===== config.mk =====
export PLATFORM = sky130hd
export DESIGN_NAME = muldiv_writeback_unit
export DESIGN_NICKNAME = d
export VERILOG_FILES = /design/src/rtl/muldiv_writeback_unit.sv
export SDC_FILE = /design/constraint.sdc
export NUM_CORES = 1
export LEC_CHECK = 0
export CAP_MARGIN = 20
export CORE_AREA = 5 5 246 248
export CTS_CLUSTER_SIZE = 24
export DETAILED_ROUTE_END_ITERATION = 10
export DIE_AREA = 0 0 251 253
export SLEW_MARGIN = 0
export SYNTH_ARGS = -nofsm -noshare
export SYNTH_HDL_FRONTEND = slang
export SYNTH_SLANG_ARGS = --single-unit

===== constraint.sdc =====
create_clock -name clock -period 3.1 [get_ports clock]
set_input_delay 0.465 -clock clock [delete_from_list [all_inputs] [get_ports clock]]
set_output_delay 0.465 -clock clock [all_outputs]
set_load 0.05 [all_outputs]

===== src/rtl/muldiv_writeback_unit.sv =====
// Iterative MUL/UMULH/UDIV/SDIV unit writing its result straight into the register file.
// SDIV sign handling is built only when MULDIV_SDIV_EN is defined; otherwise op=11 behaves as UDIV.
module muldiv_writeback_unit #(
    parameter int unsigned N = 64
) (
    input  logic         clock,
    input  logic         reset,
    input  logic         start,
    input  logic [1:0]   op,
    input  logic [N-1:0] a,
    input  logic [N-1:0] b,
    input  logic [4:0]   dest,
    output logic         busy,
    output logic [N-1:0] wb_data,
    output logic [4:0]   wb_addr,
    output logic         wb_write
);
    localparam int unsigned CW = (N > 1) ? $clog2(N) : 1;
    localparam logic [CW-1:0] LAST = CW'(N - 1);

    typedef enum logic [1:0] {
        IDLE = 2'd0,
        RUN  = 2'd1,
        DONE = 2'd2
    } state_t;

    state_t         state;
    state_t         state_next;
    logic [CW-1:0]  cnt;
    logic [1:0]     op_q;
    logic [4:0]     dest_q;
    logic [N-1:0]   opnd_q;
    logic [N-1:0]   acc_hi;
    logic [N-1:0]   acc_lo;
    logic           dz_q;
`ifdef MULDIV_SDIV_EN
    logic           neg_q;
`endif

    logic           accept;
    logic           last;
    logic [N-1:0]   a_in;
    logic [N-1:0]   b_in;
    logic [N:0]     mul_sum;
    logic [N:0]     shifted;
    logic           div_ge;
    logic [N-1:0]   step_hi;
    logic [N-1:0]   step_lo;
    logic [N-1:0]   quot;
    logic [N-1:0]   result;

    // State register
    always_ff @(posedge clock) begin
        if (reset) begin
            state <= IDLE;
        end else begin
            state <= state_next;
        end
    end

    // Next-state logic
    always_comb begin
        state_next = state;
        unique case (state)
            IDLE:    if (start) state_next = RUN;
            RUN:     if (cnt == LAST) state_next = DONE;
            DONE:    state_next = IDLE;
            default: state_next = IDLE;
        endcase
    end

    // Issue operands: SDIV works on magnitudes
    always_comb begin
        a_in = a;
        b_in = b;
`ifdef MULDIV_SDIV_EN
        if (op == 2'b11) begin
            if (a[N-1]) a_in = {N{1'b0}} - a;
            if (b[N-1]) b_in = {N{1'b0}} - b;
        end
`endif
    end

    // One iteration step and the final result selection
    always_comb begin
        accept  = (state == IDLE) && start;
        last    = (state == RUN) && (cnt == LAST);
        mul_sum = acc_lo[0] ? ({1'b0, acc_hi} + {1'b0, opnd_q}) : {1'b0, acc_hi};
        shifted = {acc_hi, acc_lo[N-1]};
        div_ge  = shifted >= {1'b0, opnd_q};
        if (op_q[1]) begin
            // Remainder stays below the divisor, so the N-bit difference is exact.
            step_hi = div_ge ? (shifted[N-1:0] - opnd_q) : shifted[N-1:0];
            step_lo = {acc_lo[N-2:0], div_ge};
        end else begin
            step_hi = mul_sum[N:1];
            step_lo = {mul_sum[0], acc_lo[N-1:1]};
        end
        quot = step_lo;
`ifdef MULDIV_SDIV_EN
        if (neg_q) quot = {N{1'b0}} - step_lo;
`endif
        if (op_q[1]) begin
            result = dz_q ? {N{1'b0}} : quot;
        end else begin
            result = op_q[0] ? step_hi : step_lo;
        end
    end

    // Datapath and registered outputs
    always_ff @(posedge clock) begin
        if (reset) begin
            cnt      <= '0;
            op_q     <= '0;
            dest_q   <= '0;
            opnd_q   <= '0;
            acc_hi   <= '0;
            acc_lo   <= '0;
            dz_q     <= 1'b0;
`ifdef MULDIV_SDIV_EN
            neg_q    <= 1'b0;
`endif
            busy     <= 1'b0;
            wb_write <= 1'b0;
            wb_data  <= '0;
            wb_addr  <= '0;
        end else begin
            busy     <= (state_next != IDLE);
            wb_write <= (state_next == DONE);
            if (accept) begin
                cnt    <= '0;
                op_q   <= op;
                dest_q <= dest;
                acc_hi <= '0;
                dz_q   <= (b == {N{1'b0}});
`ifdef MULDIV_SDIV_EN
                neg_q  <= (op == 2'b11) && (a[N-1] ^ b[N-1]);
`endif
                if (op[1]) begin
                    acc_lo <= a_in;
                    opnd_q <= b_in;
                end else begin
                    acc_lo <= b;
                    opnd_q <= a;
                end
            end else if (state == RUN) begin
                cnt    <= cnt + CW'(1);
                acc_hi <= step_hi;
                acc_lo <= step_lo;
                if (last) begin
                    wb_data <= result;
                    wb_addr <= dest_q;
                end
            end
        end
    end
endmodule


==> impl_metrics.tcl <==
set metrics [dict create \
    root_buffer "clkbuf_16" \
    period_share_pct 125 \
    p_sw_mw 5.02 \
    cp-startpoint "acc_hi[0]" \
    vias 27800 \
    ys_async_sr_fraction_pct 0 \
    worst_pin_slew_ns 1.08 \
    via_per_inst 6.01 \
    path_clk_slew_ns 0.06 \
    worst-path-max-fanout 3 \
    grt_pass1_wl_um 162000 \
    cpPeakStageDelay_ns 0.53 \
    drive_gt1_share_pct 31.2 \
    internal_power_mw 8.48 \
    htreeDepth 2 \
    ios 209 \
    fp.dieH_um 253 \
    hold_class "input port to register" \
    start_util_pct 39.3 \
    irDropWorstVdd_mv 0.378 \
    drt-total-wl_um 111000 \
    r2r_slack_ns -0.77 \
    synth_edf_count 0 \
    timing.hold.ws_ns 0.254 \
    netlist_top_cells_area "dfxtp_1 24%, a211oi_1 7.8%, mux2i_1 7.2%" \
    synthToLayoutAreaGrowth_pct 50.7 \
    setup_ws_ns -0.768 \
    fp.dieW_um 251 \
    yosysTopAreaCellShare_pct 24.4 \
    synth_flop_cell "dfxtp_1" \
    crit_arrival_ns 4.32 \
    final_common_cell "buf_4" \
    regToRegEndpoint "acc_hi[62]" \
    outcome "finished, violations left" \
    overflow 0 \
    coreArea_um2 58200 \
    yosysUniqueCellTypes 88 \
    grt_pass1_vias 26200 \
    cts_tree "done" \
    num_rows 89 \
    post_drt_wl_per_cell_um 24.0 \
    yosysWarnings 0 \
    antenna_left 0 \
    required_ns 3.56 \
    synthCells 3067 \
    syn_avg_cell_area_um2 7.46 \
    rsz0062_at_grt "yes" \
    max_slew_margin_pct 28.2 \
    endpoint "acc_hi[62]" \
    finalHoldViolations 0 \
    cp_num_cells 15 \
    slowest_stage "or4b_4" \
    grt_max_degree 193 \
    setup_viol 114 \
    dr.pass1.iters 6 \
    path_cells "buf_4 > inv_1 > fa_2 > nor2b_4 > o31a_4 > o311ai_4 > a211oi_4 > or4b_4 > a31o_1 > nor4bb_4 > or3_4 > a211o_1 > xor2_2 > nor2_2 > o21ai_1" \
    clkLatencyLatePin_ns 0.57 \
    end_kind "register" \
    crit_type "register to register" \
    port_buffers 208 \
    finClkSkew_ns 0.0201 \
    synth-seq-area-share_pct 24.4 \
    power_density_nw_per_um2 391 \
    fmax_ghz 0.259 \
    multiInputGateArea_um2 18300 \
    fillers 5224 \
    clock-sinks 279 \
    r2r_start "acc_hi[0]" \
    antenna_found_initial 2 \
    gp_congestion 1.02 \
    ff2ff_path_depth 15 \
    grt_use_total_pct 32.7 \
    min_period_ns 3.87 \
    antenna_cells 0 \
    p_total_mw 13.5 \
    seqCellArea_um2 5630 \
    cts_inserted_buffers 36 \
    p_clk_share_pct 30.3 \
    dp_hpwl_um 84200 \
    final_cell_mix "694 x buf_4, 328 x nor2_1, 254 x a21oi_1, 250 x dfxtp_1, 227 x nand2_1" \
    syn_area_um2 22900 \
    failed_checks "negative setup slack" \
    fin_util_pct 59.2 \
    route.detailed.drc 0 \
    max_cap_viol_count 0 \
    netSwitchingFraction_pct 37.2 \
    cp-start-kind "register" \
    syn_nets 3336 \
    maxSlewViolCount 0 \
    pwr-share-comb_pct 40.0 \
    num-nets-final 4096 \
    clockBufferDepth 3 \
    leakagePower_nw 14.5 \
    crit_buf_inv 2 \
    cp_top_family "compound AO/OA/AOI/OAI gates" \
    fp.dieArea_um2 63500 \
    ys_seq_elements 279 \
    netlist.top_cell.by_area "dfxtp_1" \
    seqPwrFrac_pct 29.7 \
    initialDrtViolationCount 3234 \
]
registers in the layout (all words and copies together), names as in the netlist:
signal and flops:
acc_lo 64, wb_data 64, cnt 6, acc_hi 64, dest_q 5, busy 1, state 2, wb_addr 5
wb_write 1, op_q 2, opnd_q 64, dz_q 1
through the flow:
step / instance area (µm²) / setup WS (ns) / instances / setup TNS (ns)
6_report: 34500 / -0.768 / 4621 / -42.34
5_1_grt: 34500 / -0.839 / 4621 / -52.76
4_1_cts: 33000 / -0.666 / 4587 / -35.63
3_5_place_dp: 30400 / -1.13 / 4485 / -63.34
3_3_place_gp: 30400 / -1.11 / 4484 / -56.86
2_1_floorplan: 23000 / -0.229 / 3067 / -0.478
power by group through the flow:
stage	clock network [mW]	logic [mW]	registers, mW
2_1_floorplan	0	2.35	3.98
3_3_place_gp	0	4.47	4.05
3_5_place_dp	0	4.50	4.05
4_1_cts	4.12	4.87	3.98
5_1_grt	4.26	5.68	4.02
6_report	4.09	5.40	4.00
layer usage:
metal / GRT usage, % / share of wire, %
met2: 48.9 / 43
met5: 0 / 0.012
met3: 5.60 / 10
met1: 49.0 / 45
met4: 7.22 / 2.4
synthesized netlist by cell type (21+ instances only):
cell	count
nor2_1	349
a21oi_1	312
dfxtp_1	279
a211oi_1	239
nand2_1	239
clkbuf_1	208
o21ai_0	188
mux2i_1	165
ha_1	129
inv_1	107
nor2b_1	73
xnor2_1	63
nand3_1	61
xor2_1	58
o211ai_1	56
a21o_1	51
nor3_1	48
nand4_1	46
nor4_1	29
mux2_2	28
a31oi_1	27
buf_1	23
o21bai_1	22
a221oi_1	21
o21a_1	21
logic make-up after synthesis:
group / share of synthesized area [%]
AO/OA/AOI/OAI: 30.9
buffers and inverters: 5.79
XOR/XNOR: 4.63
AND/OR/NAND/NOR: 18.4
adder cells (fa/ha/maj): 7.23
flip-flops: 24.4
multiplexers: 8.59
worst min path at each step:
stage	start	end	slack (ns)	depth (start not counted)
floorplan	dest_q[0]	wb_addr[0]	0.43	2
global placement	dest_q[0]	wb_addr[0]	0.44	2
detailed placement	dest_q[0]	wb_addr[0]	0.45	2
CTS	reset	state[0]	0.23	2
global route	reset	state[0]	0.28	2
finish	reset	state[0]	0.25	2
timing repair:
item	in CTS	in global routing
buffers inserted	42	49
hold buffers	0	0
gates resized for setup	244	318
cloned	4	1
endpoints found under the setup margin	111	116
pin swaps	102	167
layout make-up:
class | count | area share, %
multi-input cells | 2441 | 52.9
repair buffers | 962 | 23.6
flip-flops and latches | 279 | 16.3
clock buffers | 49 | 2.84
well taps | 773 | 2.80
inverters | 107 | 1.17
clock inverters | 10 | 0.319
Power figures use the tool's default switching activity.
